<file path="src/rtl/mem_host_loader.sv">
// Host-side loader: streams a program into IMEM, runs the CPU for a fixed
// number of cycles, then reads a DMEM window out on a valid/ready stream.
module mem_host_loader #(
   parameter int DATA_W      = 32,
   parameter int LEN_W       = 10,
   parameter int ADDR_STRIDE = 4
) (
   input  logic              clk,
   input  logic              arst,
   input  logic              start,
   input  logic [LEN_W-1:0]  prog_len,
   input  logic [31:0]       run_cycles,
   input  logic [31:0]       dump_base,
   input  logic [LEN_W-1:0]  dump_len,
   input  logic              s_valid,
   input  logic [DATA_W-1:0] s_data,
   output logic              s_ready,
   output logic              m_valid,
   output logic [DATA_W-1:0] m_data,
   input  logic              m_ready,
   output logic              cpu_enable,
   output logic [31:0]       imem_addr,
   output logic              imem_wen,
   output logic              imem_ren,
   output logic [DATA_W-1:0] imem_wdata,
   output logic [31:0]       dmem_addr,
   output logic              dmem_wen,
   output logic              dmem_ren,
   input  logic [DATA_W-1:0] dmem_rdata,
   output logic              busy,
   output logic              done
);

   typedef enum logic [2:0] {IDLE, LOAD, RUN, DREQ, DOUT, FINISH} state_t;

   state_t            state_q, state_d;
   logic [LEN_W-1:0]  prog_len_q, prog_len_d;
   logic [LEN_W-1:0]  dump_len_q, dump_len_d;
   logic [LEN_W-1:0]  word_cnt_q, word_cnt_d;
   logic [LEN_W-1:0]  dump_cnt_q, dump_cnt_d;
   logic [31:0]       run_cnt_q, run_cnt_d;
   logic [31:0]       dump_addr_q, dump_addr_d;
   logic [31:0]       dreq_base;
   logic              first_q, first_d;
   logic              s_ready_q, s_ready_d;
   logic              m_valid_q, m_valid_d;
   logic [DATA_W-1:0] m_data_q, m_data_d;
   logic              cpu_enable_q, cpu_enable_d;
   logic [31:0]       imem_addr_q, imem_addr_d;
   logic              imem_wen_q, imem_wen_d;
   logic [DATA_W-1:0] imem_wdata_q, imem_wdata_d;
   logic [31:0]       dmem_addr_q, dmem_addr_d;
   logic              dmem_ren_q, dmem_ren_d;
   logic              busy_q, busy_d;
   logic              done_q, done_d;

   // Zero-length phases are skipped rather than entered for a dead cycle.
   function automatic state_t after_run(input logic [LEN_W-1:0] dlen);
      return (dlen != '0) ? DREQ : FINISH;
   endfunction

   function automatic state_t after_load(input logic [31:0] rc, input logic [LEN_W-1:0] dlen);
      return (rc != '0) ? RUN : after_run(dlen);
   endfunction

   always_comb begin
      state_d      = state_q;
      prog_len_d   = prog_len_q;
      dump_len_d   = dump_len_q;
      word_cnt_d   = word_cnt_q;
      dump_cnt_d   = dump_cnt_q;
      run_cnt_d    = run_cnt_q;
      dump_addr_d  = dump_addr_q;
      dreq_base    = dump_addr_q;
      first_d      = first_q;
      m_valid_d    = m_valid_q;
      m_data_d     = m_data_q;
      cpu_enable_d = 1'b0;
      imem_addr_d  = imem_addr_q;
      imem_wen_d   = 1'b0;
      imem_wdata_d = imem_wdata_q;
      dmem_addr_d  = dmem_addr_q;
      dmem_ren_d   = 1'b0;
      done_d       = 1'b0;

      case (state_q)
         IDLE: begin
            if (start) begin
               prog_len_d  = prog_len;
               dump_len_d  = dump_len;
               run_cnt_d   = run_cycles;
               dump_addr_d = dump_base;
               dreq_base   = dump_base;
               word_cnt_d  = '0;
               dump_cnt_d  = '0;
               state_d     = (prog_len != '0) ? LOAD : after_load(run_cycles, dump_len);
            end
         end
         LOAD: begin
            if (s_valid && s_ready_q) begin
               imem_wen_d   = 1'b1;
               imem_addr_d  = 32'(word_cnt_q) * 32'(ADDR_STRIDE);
               imem_wdata_d = s_data;
               word_cnt_d   = word_cnt_q + 1'b1;
               if (word_cnt_q == prog_len_q - 1'b1) begin
                  state_d = after_load(run_cnt_q, dump_len_q);
               end
            end
         end
         RUN: begin
            // Entered with cpu_enable low, so the last IMEM write lands first.
            if (run_cnt_q != '0) begin
               cpu_enable_d = 1'b1;
               run_cnt_d    = run_cnt_q - 1'b1;
            end else begin
               state_d = after_run(dump_len_q);
            end
         end
         DREQ: begin
            state_d = DOUT;
            first_d = 1'b1;
         end
         DOUT: begin
            if (first_q) begin
               first_d   = 1'b0;
               m_valid_d = 1'b1;
               m_data_d  = dmem_rdata;
            end else if (m_valid_q && m_ready) begin
               m_valid_d  = 1'b0;
               dump_cnt_d = dump_cnt_q + 1'b1;
               state_d    = (dump_cnt_q == dump_len_q - 1'b1) ? FINISH : DREQ;
            end
         end
         FINISH: begin
            state_d = IDLE;
            done_d  = 1'b1;
         end
         default: state_d = IDLE;
      endcase

      // The read strobe is registered on entry so it is high during the DREQ cycle.
      if (state_d == DREQ) begin
         dmem_ren_d  = 1'b1;
         dmem_addr_d = dreq_base;
         dump_addr_d = dreq_base + 32'(ADDR_STRIDE);
      end

      s_ready_d = (state_d == LOAD);
      busy_d    = (state_d != IDLE);
   end

   always_ff @(posedge clk or posedge arst) begin
      if (arst) begin
         state_q      <= IDLE;
         prog_len_q   <= '0;
         dump_len_q   <= '0;
         word_cnt_q   <= '0;
         dump_cnt_q   <= '0;
         run_cnt_q    <= '0;
         dump_addr_q  <= '0;
         first_q      <= 1'b0;
         s_ready_q    <= 1'b0;
         m_valid_q    <= 1'b0;
         m_data_q     <= '0;
         cpu_enable_q <= 1'b0;
         imem_addr_q  <= '0;
         imem_wen_q   <= 1'b0;
         imem_wdata_q <= '0;
         dmem_addr_q  <= '0;
         dmem_ren_q   <= 1'b0;
         busy_q       <= 1'b0;
         done_q       <= 1'b0;
      end else begin
         state_q      <= state_d;
         prog_len_q   <= prog_len_d;
         dump_len_q   <= dump_len_d;
         word_cnt_q   <= word_cnt_d;
         dump_cnt_q   <= dump_cnt_d;
         run_cnt_q    <= run_cnt_d;
         dump_addr_q  <= dump_addr_d;
         first_q      <= first_d;
         s_ready_q    <= s_ready_d;
         m_valid_q    <= m_valid_d;
         m_data_q     <= m_data_d;
         cpu_enable_q <= cpu_enable_d;
         imem_addr_q  <= imem_addr_d;
         imem_wen_q   <= imem_wen_d;
         imem_wdata_q <= imem_wdata_d;
         dmem_addr_q  <= dmem_addr_d;
         dmem_ren_q   <= dmem_ren_d;
         busy_q       <= busy_d;
         done_q       <= done_d;
      end
   end

   assign s_ready    = s_ready_q;
   assign m_valid    = m_valid_q;
   assign m_data     = m_data_q;
   assign cpu_enable = cpu_enable_q;
   assign imem_addr  = imem_addr_q;
   assign imem_wen   = imem_wen_q;
   assign imem_ren   = 1'b0;
   assign imem_wdata = imem_wdata_q;
   assign dmem_addr  = dmem_addr_q;
   assign dmem_wen   = 1'b0;
   assign dmem_ren   = dmem_ren_q;
   assign busy       = busy_q;
   assign done       = done_q;

endmodule

</file>
<file path="config.mk">
export PLATFORM = sky130hd
export DESIGN_NAME = mem_host_loader
export DESIGN_NICKNAME = d
export VERILOG_FILES = /design/src/rtl/mem_host_loader.sv
export SDC_FILE = /design/constraint.sdc
export NUM_CORES = 1
export LEC_CHECK = 0
export ABC_AREA = 1
export BUFFER_PORTS_ARGS = -buffer_cell sky130_fd_sc_hd__buf_2
export CELL_PAD_IN_SITES_DETAIL_PLACEMENT = 0
export CELL_PAD_IN_SITES_GLOBAL_PLACEMENT = 1
export CORE_UTILIZATION = 30
export DETAILED_ROUTE_END_ITERATION = 6
export PLACE_DENSITY_LB_ADDON = 0.1
export SLEW_MARGIN = 0
export SYNTH_ARGS = -nofsm -noshare
export SYNTH_HDL_FRONTEND = slang
export SYNTH_SLANG_ARGS = --single-unit
</file>
<file path="constraint.sdc">
create_clock -name clk -period 12 [get_ports clk]
set_input_delay 2.4 -clock clk [delete_from_list [all_inputs] [get_ports clk]]
set_output_delay 2.4 -clock clk [all_outputs]
set_load 0.02 [all_outputs]
</file>
==> results of run 1 <==
[final cells by class]
cell class / instances / share of cell area, %
Clock inverter: 15 / 1.52
Tap cell: 525 / 4.38
Antenna cell: 1 / 0.0167
Multi-Input combinational cell: 1247 / 37.7
Inverter: 184 / 4.66
Sequential cell: 221 / 36.9
Timing Repair Buffer: 276 / 9.40
Clock buffer: 37 / 5.38
[layout by cell type, fill, tap and decap left out, types with 2 or more instances in the layout]
cell type / synthesis / routed
clkbuf_1: 29 / 3
nor4_1: 5 / 5
clkbuf_8: 0 / 5
a22o_1: 2 / 2
nor3_1: 9 / 8
inv_2: 16 / 16
conb_1: 1 / 24
or2_2: 3 / 3
nand3b_1: 3 / 3
nor2_4: 3 / 3
buf_2: 8 / 265
ha_1: 6 / 6
nor2_2: 11 / 12
and2_1: 4 / 4
dfrtp_1: 221 / 221
a21oi_1: 43 / 43
o22ai_1: 2 / 2
nor2_1: 148 / 147
clkinv_2: 0 / 8
nand4_1: 17 / 17
nor3_2: 9 / 10
nand2_1: 629 / 629
clkbuf_16: 0 / 29
o21ai_1: 19 / 19
nand2_2: 17 / 17
xor2_1: 34 / 34
xnor2_1: 7 / 7
nand3_1: 141 / 141
buf_4: 42 / 11
bufinv_16: 0 / 6
inv_1: 167 / 166
o21ai_0: 95 / 95
a31oi_1: 7 / 7
[worst min-delay path: cells and delay by family, from the launching register on]
kind | cells | cell delay, ns
DFF | 1 | 0.34
and+or+nand+nor | 2 | 0.09
[state kept, by name, summed over array words and instances (netlist names)]
name	flops
dmem_ren	1
busy	1
dump_cnt_q	10
word_cnt_q	10
dump_len_q	10
run_cnt_q	32
prog_len_q	10
m_data	32
cpu_enable	1
dmem_addr	32
imem_wen	1
imem_addr	10
s_ready	1
m_valid	1
state_q	3
first_q	1
imem_wdata	32
dump_addr_q	32
done	1
[routing by layer]
layer	vias up	wire length, µm	GRT usage [%]
met3	41	1640	2.93
li1	5813	-	-
met4	0	750	3.92
met5	-	0	0
met1	5302	17900	25.1
met2	215	17600	29.0
[worst max path at each step]
stage	end	cells after the start	slack (ns)	from
5_1_grt	dmem_addr[23]	12	6.65	start
2_1_floorplan	busy	1	3.55	arst
3_5_place_dp	dmem_addr[13]	12	6.36	start
3_3_place_gp	dmem_addr[15]	12	6.40	start
6_report	dmem_addr[12]	12	7.00	start
4_1_cts	dmem_addr[13]	12	6.94	start
[where the power goes]
group | internal (µW) | switching (µW)
clock network | 598 | 344
logic | 398 | 847
registers | 978 | 167
total | 1970 | 1360
[metrics by stage]
| stage | worst slack, ns | hold slack (ns) | instances | total power, µW |
|---|---|---|---|---|
| global route | 6.65 | 0.486 | 2506 | 3610 |
| finish | 7.00 | 0.463 | 2506 | 3330 |
| global placement | 6.40 | 0.448 | 2453 | 2410 |
| floorplan | 3.55 | 0.445 | 1739 | 2050 |
| CTS | 6.94 | 0.469 | 2505 | 3390 |
| detailed placement | 6.36 | 0.454 | 2453 | 2420 |
[kinds of logic after synthesis]
group | after synthesis | synth area share [%]
other | 1 | 0.0305
AO/OA/AOI/OAI | 175 | 7.50
AND/OR/NAND/NOR | 1001 | 34.1
buffers and inverters | 271 | 9.94
adder cells (fa/ha/maj) | 6 | 0.610
XOR/XNOR | 41 | 2.92
flip-flops | 221 | 44.9
==> flow_summary.ini, run 1 <==
[status]
outcome = finished, final reports clean

[hold_path]
hp-class = register to register
min_to = m_data[3]
holdCritStartpoint = m_data[3]
hold_depth = 2

[power_and_ir_drop]
powerDensity_mw_per_mm2 = 222
ir_drop_uv = 116
power_leakage_uw = 0.00790

[cts]
clk_latency_ns = 0.56
clockBufferDepth = 3
cts_buffers = 28
clock-sinks = 221
clock-root-buffer = clkbuf_16
post-cts-setup-buffers = 0
clk_pin_slew_worst_paths_ns = 0.06
cts_tree = yes
cts_resized = 0
postCtsHoldBufs = 0
htree_levels = 1

[critical_path]
path_buf_inv = 4
r2r-end = dmem_addr[12]
end_kind = register
max_stage_delay_ns = 0.60
cp_top_family = buffers and inverters
required_ns = 12.45
path_class = input port to register
crit_path_start_kind = input port
cp_slowest_cell = inv_2
r2r_cells = 14
r2r-start = state_q[1]
r2r_slack_ns = 8.25
crit_chain = buf_2, nand2_4, inv_2, nand2_1, a21oi_1, a21oi_2, nand2_2, buf_4, nand2_2, buf_4, nand2_1, nand2_1
cp.arrival_ns = 5.45
crit_path_frequent_cell = nand2_1
path_max_fanout = 66

[detailed_routing]
drc = 0
drtIter0Drc = 593
first_pass_iters = 7
vias = 11371
drtAntennaViolNets = 0
wl_per_cell_um = 15.1
vias_per_cell = 4.54
finalWirelength_um = 37800

[placement]
place_congestion = 0.793
portBuffers = 265
placed_cell_area_mm2 = 0.0139
dp_hpwl_um = 27300

[synth]
yosysMostFrequentCell = nand2_1
yosys_register_bits = 221
ys_async_sr_fraction_pct = 100
synth_edf_count = 0
synth_top_area_share_pct = 44.9
synth.avg_cell_area_um2 = 7.17
ys_top_cells_by_count = nand2_1, dfrtp_1, inv_1
synth_flop_cell = dfrtp_1
synth_cells = 1716
ys_top_cells_by_area = dfrtp_1, nand2_1, nand3_1
yosys.area.top_type = dfrtp_1
synth_area_mm2 = 0.0123
synth_warnings = 0
synth-seq-area-share_pct = 44.9
synth.distinct_cells = 42

[sta]
tns_ns = 0
max_freq_ghz = 0.200
drv_slew = 0
min_period_ns = 5.00
grt_setup_unrepaired = false
clock_skew_ns = 0.0187
hold_violations = 0
slew_headroom_pct = 27.9
setup_violations = 0
worst_pin_slew_ns = 1.08
fin_crit_sh_pct = 41.7

[floorplan]
dieArea_mm2 = 0.0418
die_h_um = 205
io_pins = 290
core_area_mm2 = 0.0401
start_util_pct = 30.7
std_cell_rows = 73
fp.dieW_um = 205

[finish]
drive_gt1_share_pct = 19.8
fill_cells = 4328
syn_to_final_growth_pct = 21.7
fin_util_pct = 37.4
seq_area_mm2 = 0.00553
final_cell_area_mm2 = 0.0150
multi_input_area_mm2 = 0.00565
fin_nets = 2117

[global_route]
antenna_found_initial = 1
grt_util_all_layers_pct = 17.9
grt_max_degree = 110
grt_pass1_wl_um = 59700
grt-ovfl-total = 0
first_global_vias = 10873

[run]
drv_cap = 0
Power figures use the tool's default switching activity.
==> inputs of run 2 (changes only) <==
--- a/config.mk
+++ b/config.mk
@@ -5,7 +5,7 @@
 export SDC_FILE = /design/constraint.sdc
 export NUM_CORES = 1
 export LEC_CHECK = 0
-export ABC_AREA = 1
+export ABC_AREA = 0
 export BUFFER_PORTS_ARGS = -buffer_cell sky130_fd_sc_hd__buf_2
 export CELL_PAD_IN_SITES_DETAIL_PLACEMENT = 0
 export CELL_PAD_IN_SITES_GLOBAL_PLACEMENT = 1
==> constraint.sdc (replaced) <==
create_clock -name clk -period 4.9 [get_ports clk]
set_input_delay 0.98 -clock clk [delete_from_list [all_inputs] [get_ports clk]]
set_output_delay 0.98 -clock clk [all_outputs]
set_load 0.02 [all_outputs]
==> run 2 against run 1 <==
Register-to-register slack worse by 7.3 ns. Clock power grew 110%. Setup slack worse by 6.1 ns.
==> flow_summary.ini, run 2 <==
[detailed_routing]
finalWirelength_um = 33100
first_pass_iters = 5
drtIter0Drc = 449
drc = 0
vias = 9633
vias_per_cell = 4.81
wl_per_cell_um = 16.5
drtAntennaViolNets = 0

[cts]
clk_pin_slew_worst_paths_ns = 0.06
cts_tree = yes
clk_latency_ns = 0.54
postCtsHoldBufs = 0
cts_resized = 0
clock-sinks = 221
cts_buffers = 27
clockBufferDepth = 3
clock-root-buffer = clkbuf_16
post-cts-setup-buffers = 0
htree_levels = 1

[floorplan]
fp.dieW_um = 197
dieArea_mm2 = 0.0389
std_cell_rows = 71
die_h_um = 197
start_util_pct = 30.4
core_area_mm2 = 0.0376
io_pins = 290

[placement]
portBuffers = 265
placed_cell_area_mm2 = 0.0133
place_congestion = 0.798
dp_hpwl_um = 23600

[finish]
diodes = 0
final_common_cell = nand2_1
fill_cells = 3865
drive_gt1_share_pct = 26.9
final_cell_area_mm2 = 0.0141
final_cell_mix = nand2_1, buf_2, dfrtp_1
syn_to_final_growth_pct = 23.8
seq_area_mm2 = 0.00553
fin_nets = 1634
multi_input_area_mm2 = 0.00546

[synth]
ys_top_cells_by_area = dfrtp_1, nand2_1, mux2_2
synth_cells = 1232
yosysMostFrequentCell = nand2_1
ys_async_sr_fraction_pct = 100
yosys_register_bits = 221
synth_edf_count = 0
synth-seq-area-share_pct = 48.4
synth.distinct_cells = 69
synth_area_mm2 = 0.0114
synth_top_area_share_pct = 48.4
yosys.area.top_type = dfrtp_1
synth_flop_cell = dfrtp_1
synth.avg_cell_area_um2 = 9.27
synth_warnings = 0
ys_top_cells_by_count = nand2_1, dfrtp_1, nor2_1

[sta]
hold_violations = 0
tns_ns = 0
drv_slew = 0
slew_headroom_pct = 35.1
setup_violations = 0
max_freq_ghz = 0.253
grt_setup_unrepaired = false
worst_pin_slew_ns = 0.972
min_period_ns = 3.96
fin_crit_sh_pct = 80.8
clock_skew_ns = 0.0133

[critical_path]
path_class = register to register
r2r_slack_ns = 0.94
path_max_fanout = 30
end_kind = register
cp.arrival_ns = 4.38
crit_path_start_kind = register
required_ns = 5.32

[hold_path]
hp-class = register to register

[power_and_ir_drop]
powerDensity_mw_per_mm2 = 544
ir_drop_uv = 270
power_leakage_uw = 0.00673

[global_route]
grt_max_degree = 72
grt-ovfl-total = 0
antenna_found_initial = 0
first_global_vias = 9547
grt_pass1_wl_um = 52900
grt_util_all_layers_pct = 17.0

[status]
outcome = finished, final reports clean

[run]
drv_cap = 0
run 2: cell types whose count changed after synthesis, sizes merged, moves of 23 or more:
cell	change
inv	-155
xnor2	+23
mux2	+55
nor2	-88
a2111oi	+24
nand2	-355
o21ai	-67
nand3	-105
run 2: per-layer routing:
| metal | track usage, % | wire [µm] | part of all wire [%] | up-vias |
|---|---|---|---|---|
| met5 | 0 | 0 | 0 | - |
| met4 | 3.67 | 626 | 1.9 | 0 |
| met3 | 3.19 | 1640 | 4.9 | 41 |
| met2 | 27.8 | 15300 | 46 | 240 |
| met1 | 23.3 | 15500 | 47 | 4610 |
| li1 | - | - | - | 4742 |
run 2: layout make-up:
type | instances | share of cell area, %
timing repair buffer | 282 | 10.8
tap | 511 | 4.52
clock inverter | 9 | 0.699
clock buffer | 38 | 5.50
inverter | 28 | 0.770
sequential | 221 | 39.1
multi-input combinational | 915 | 38.6
run 2: critical path, cell delays in order (launching register included):
cell     delay (ns)
dfrtp_1        0.43
inv_1          0.08
ha_1           0.22
nor4b_1        0.38
nand2_1        0.20
or4b_1         0.66
nor4_1         0.53
nor2_1         0.13
a21oi_2        0.16
buf_4          0.34
a21oi_4        0.19
buf_12         0.23
mux2_2         0.28
run 2: where the power goes:
| part | leakage [µW] | internal, µW | switching (µW) | total, µW |
|---|---|---|---|---|
| combinational | 0.00351 | 1010 | 1700 | 2710 |
| sequential | 0.00278 | 2450 | 543 | 3000 |
| clock | 0.000438 | 1200 | 788 | 1990 |
run 2: cell families after synthesis:
group,after synthesis,share of synthesized area (%)
AO/OA/AOI/OAI,199,11.7
XOR/XNOR,64,5.03
adder cells (fa/ha/maj),6,0.657
buffers and inverters,119,4.89
flip-flops,221,48.4
multiplexers,77,7.35
other,1,0.0328
AND/OR/NAND/NOR,545,21.9
run 2: stage by stage:
stage               setup WS (ns)  power, µW  utilization (%)  std cells  hold slack (ns)
finish                      0.941       7700             37.6       2004            0.465
global route                0.575       8280             37.6       2004            0.499
CTS                         0.951       7830             37.6       2004            0.471
detailed placement          0.933       5770             35.3       1957            0.457
global placement            0.976       5760             35.3       1957            0.452
floorplan                    1.04       4830                -       1255            0.436
run 2: path summary, 6_finish.rpt:
path | from | to | cells past startpoint
max | run_cnt_q[0] | dmem_addr[14] | 12
min | imem_wdata[15] | imem_wdata[15] | 2
max reg2reg | run_cnt_q[0] | dmem_addr[14] | 12
min reg2reg | imem_wdata[15] | imem_wdata[15] | 2
max in group asynchronous | arst | run_cnt_q[8] | 3
min in group asynchronous | arst | dmem_addr[31] | 2
==> inputs of run 3 (changes only) <==
==> constraint.sdc (replaced) <==
create_clock -name clk -period 3.45 [get_ports clk]
set_input_delay 0.69 -clock clk [delete_from_list [all_inputs] [get_ports clk]]
set_output_delay 0.69 -clock clk [all_outputs]
set_load 0.02 [all_outputs]
==> run 3 against run 2 <==
Power increased by 49%. Non-clock buffer count increased by 47. Clock power increased by 55%. Count of clock-buffer cells in the layout decreased by 4. Largest power group unchanged. Sequential power increased by 41%. Die area unchanged. Global-route usage increased by 0.26 points. Via count increased by 2.3%. Critical path depth decreased by 3. Setup slack got worse by 0.72 ns. Sequential share of layout area decreased by 1.4 points.
==> flow_summary.ini, run 3 (synthesized netlist as in run 2, its figures left out) <==
[status]
outcome = finished, final reports clean

[detailed_routing]
first_pass_iters = 5
wl_per_cell_um = 16.5
met1_length_um = 15900
drtIter0Drc = 540
drtAntennaViolNets = 0
top_layer_used = met4
wl_met3_um = 1640
vias_per_cell = 4.80
drc = 0
wl_met2_um = 15600
vias = 9857
finalWirelength_um = 33900

[power_and_ir_drop]
powerDensity_mw_per_mm2 = 782
ir_drop_uv = 447
power_uw = 11500
power_leakage_uw = 0.00704

[global_route]
grt_max_degree = 120
grt-ovfl-total = 0
antenna_found_initial = 0
grt_util_all_layers_pct = 17.3
first_global_vias = 9453
grt_pass1_wl_um = 53300

[critical_path]
crit_path_start_kind = register
path_class = register to register
r2r-start = state_q[0]
r2r-end = dump_addr_q[27]
critPathLaunch = state_q[0]
path_max_fanout = 12
end_kind = register
r2r_slack_ns = 0.22
r2r_cells = 9
cp.arrival_ns = 3.72
required_ns = 3.94

[sta]
setup_violations = 0
max_freq_ghz = 0.310
fin_crit_sh_pct = 93.5
grt_setup_unrepaired = false
min_period_ns = 3.23
hold_slack_ns = 0.0493
clock_skew_ns = 0.0260
drv_slew = 0
hold_violations = 0
worst_pin_slew_ns = 0.694
slew_headroom_pct = 53.8
tns_ns = 0

[cts]
cts_tree = yes
clockBufferDepth = 3
clock-root-buffer = clkbuf_16
htree_levels = 1
clock-sinks = 221
cts_buffers = 28
clk_pin_slew_worst_paths_ns = 0.06
clk_latency_ns = 0.57

[finish]
fin_nets = 1682
diodes = 0
fin_cells = 2055
final_common_cell = nand2_1
final_cell_area_mm2 = 0.0147
final_cell_mix = nand2_1, buf_2, dfrtp_1
drive_gt1_share_pct = 29.9
syn_to_final_growth_pct = 28.3

[run]
drv_cap = 0

[floorplan]
fp.dieW_um = 197
start_util_pct = 30.4
core_area_mm2 = 0.0376
dieArea_mm2 = 0.0389
std_cell_rows = 71
die_h_um = 197
io_pins = 290

[placement]
place_congestion = 0.820
dp.cells = 2002
placed_cell_area_mm2 = 0.0136
dp_hpwl_um = 24100
portBuffers = 265

[hold_path]
hp-class = input port to asynchronous set/reset pin
[run 3: cell count changes in the layout (fill, tap and decap cells not counted), sizes merged]
cell	delta
clkinvlp	+1
clkbuf	-4
inv	-1
buf	+47
clkinv	+6
bufinv	+2
[run 3: through the flow]
stage               utilization [%]  setup WS, ns
finish                         39.0         0.224
global route                   39.0       0.00594
CTS                            38.8        0.0366
detailed placement             36.2       -0.0854
global placement               36.2       -0.0101
floorplan                         -        -0.122
[run 3: layer usage]
| metal | GRT usage, % | vias to the layer above |
|---|---|---|
| met1 | 23.9 | 4721 |
| met3 | 3.12 | 40 |
| met2 | 27.8 | 256 |
| li1 | - | 4840 |
| met5 | 0 | - |
| met4 | 4.08 | 0 |
[run 3: area by class of cell]
| cell class | count | area, µm² |
|---|---|---|
| Fill cell | 3848 | 22900 |
| Sequential cell | 221 | 5530 |
| Multi-Input combinational cell | 915 | 5480 |
| Timing Repair Buffer | 329 | 1910 |
| Clock buffer | 34 | 773 |
| Tap cell | 511 | 639 |
| Clock inverter | 17 | 203 |
| Inverter | 28 | 109 |
[run 3: worst max-delay path by stage]
stage | endpoint | slack (ns) | cells after the start
4_1_cts | dump_addr_q[23] | 0.04 | 10
6_report | dump_addr_q[27] | 0.22 | 9
2_1_floorplan | busy | -0.12 | 1
3_5_place_dp | dump_addr_q[27] | -0.09 | 10
3_3_place_gp | dump_addr_q[21] | -0.01 | 10
5_1_grt | dump_addr_q[29] | 0.006 | 12
[run 3: repair_timing]
item,in CTS,in global routing
setup buffers,0,2
hold buffers,0,0
resized for setup,0,11
setup endpoints to repair,0,53
[run 3: worst max-delay path, cell delays in order, from the launching register on]
cell and delay, ns:
dfrtp_1 0.45, nor4b_4 0.43, buf_4 0.29, mux2i_1 0.15, a2111oi_4 0.28, nand2_2 0.14, or3_1 0.38, or4_4 0.53
a2111oi_4 0.35, xnor2_1 0.15
[run 3: power breakdown]
part	switching, µW	leakage [µW]	internal (µW)
clock	1190	0.000489	1890
sequential	732	0.00278	3480
combinational	2530	0.00378	1630
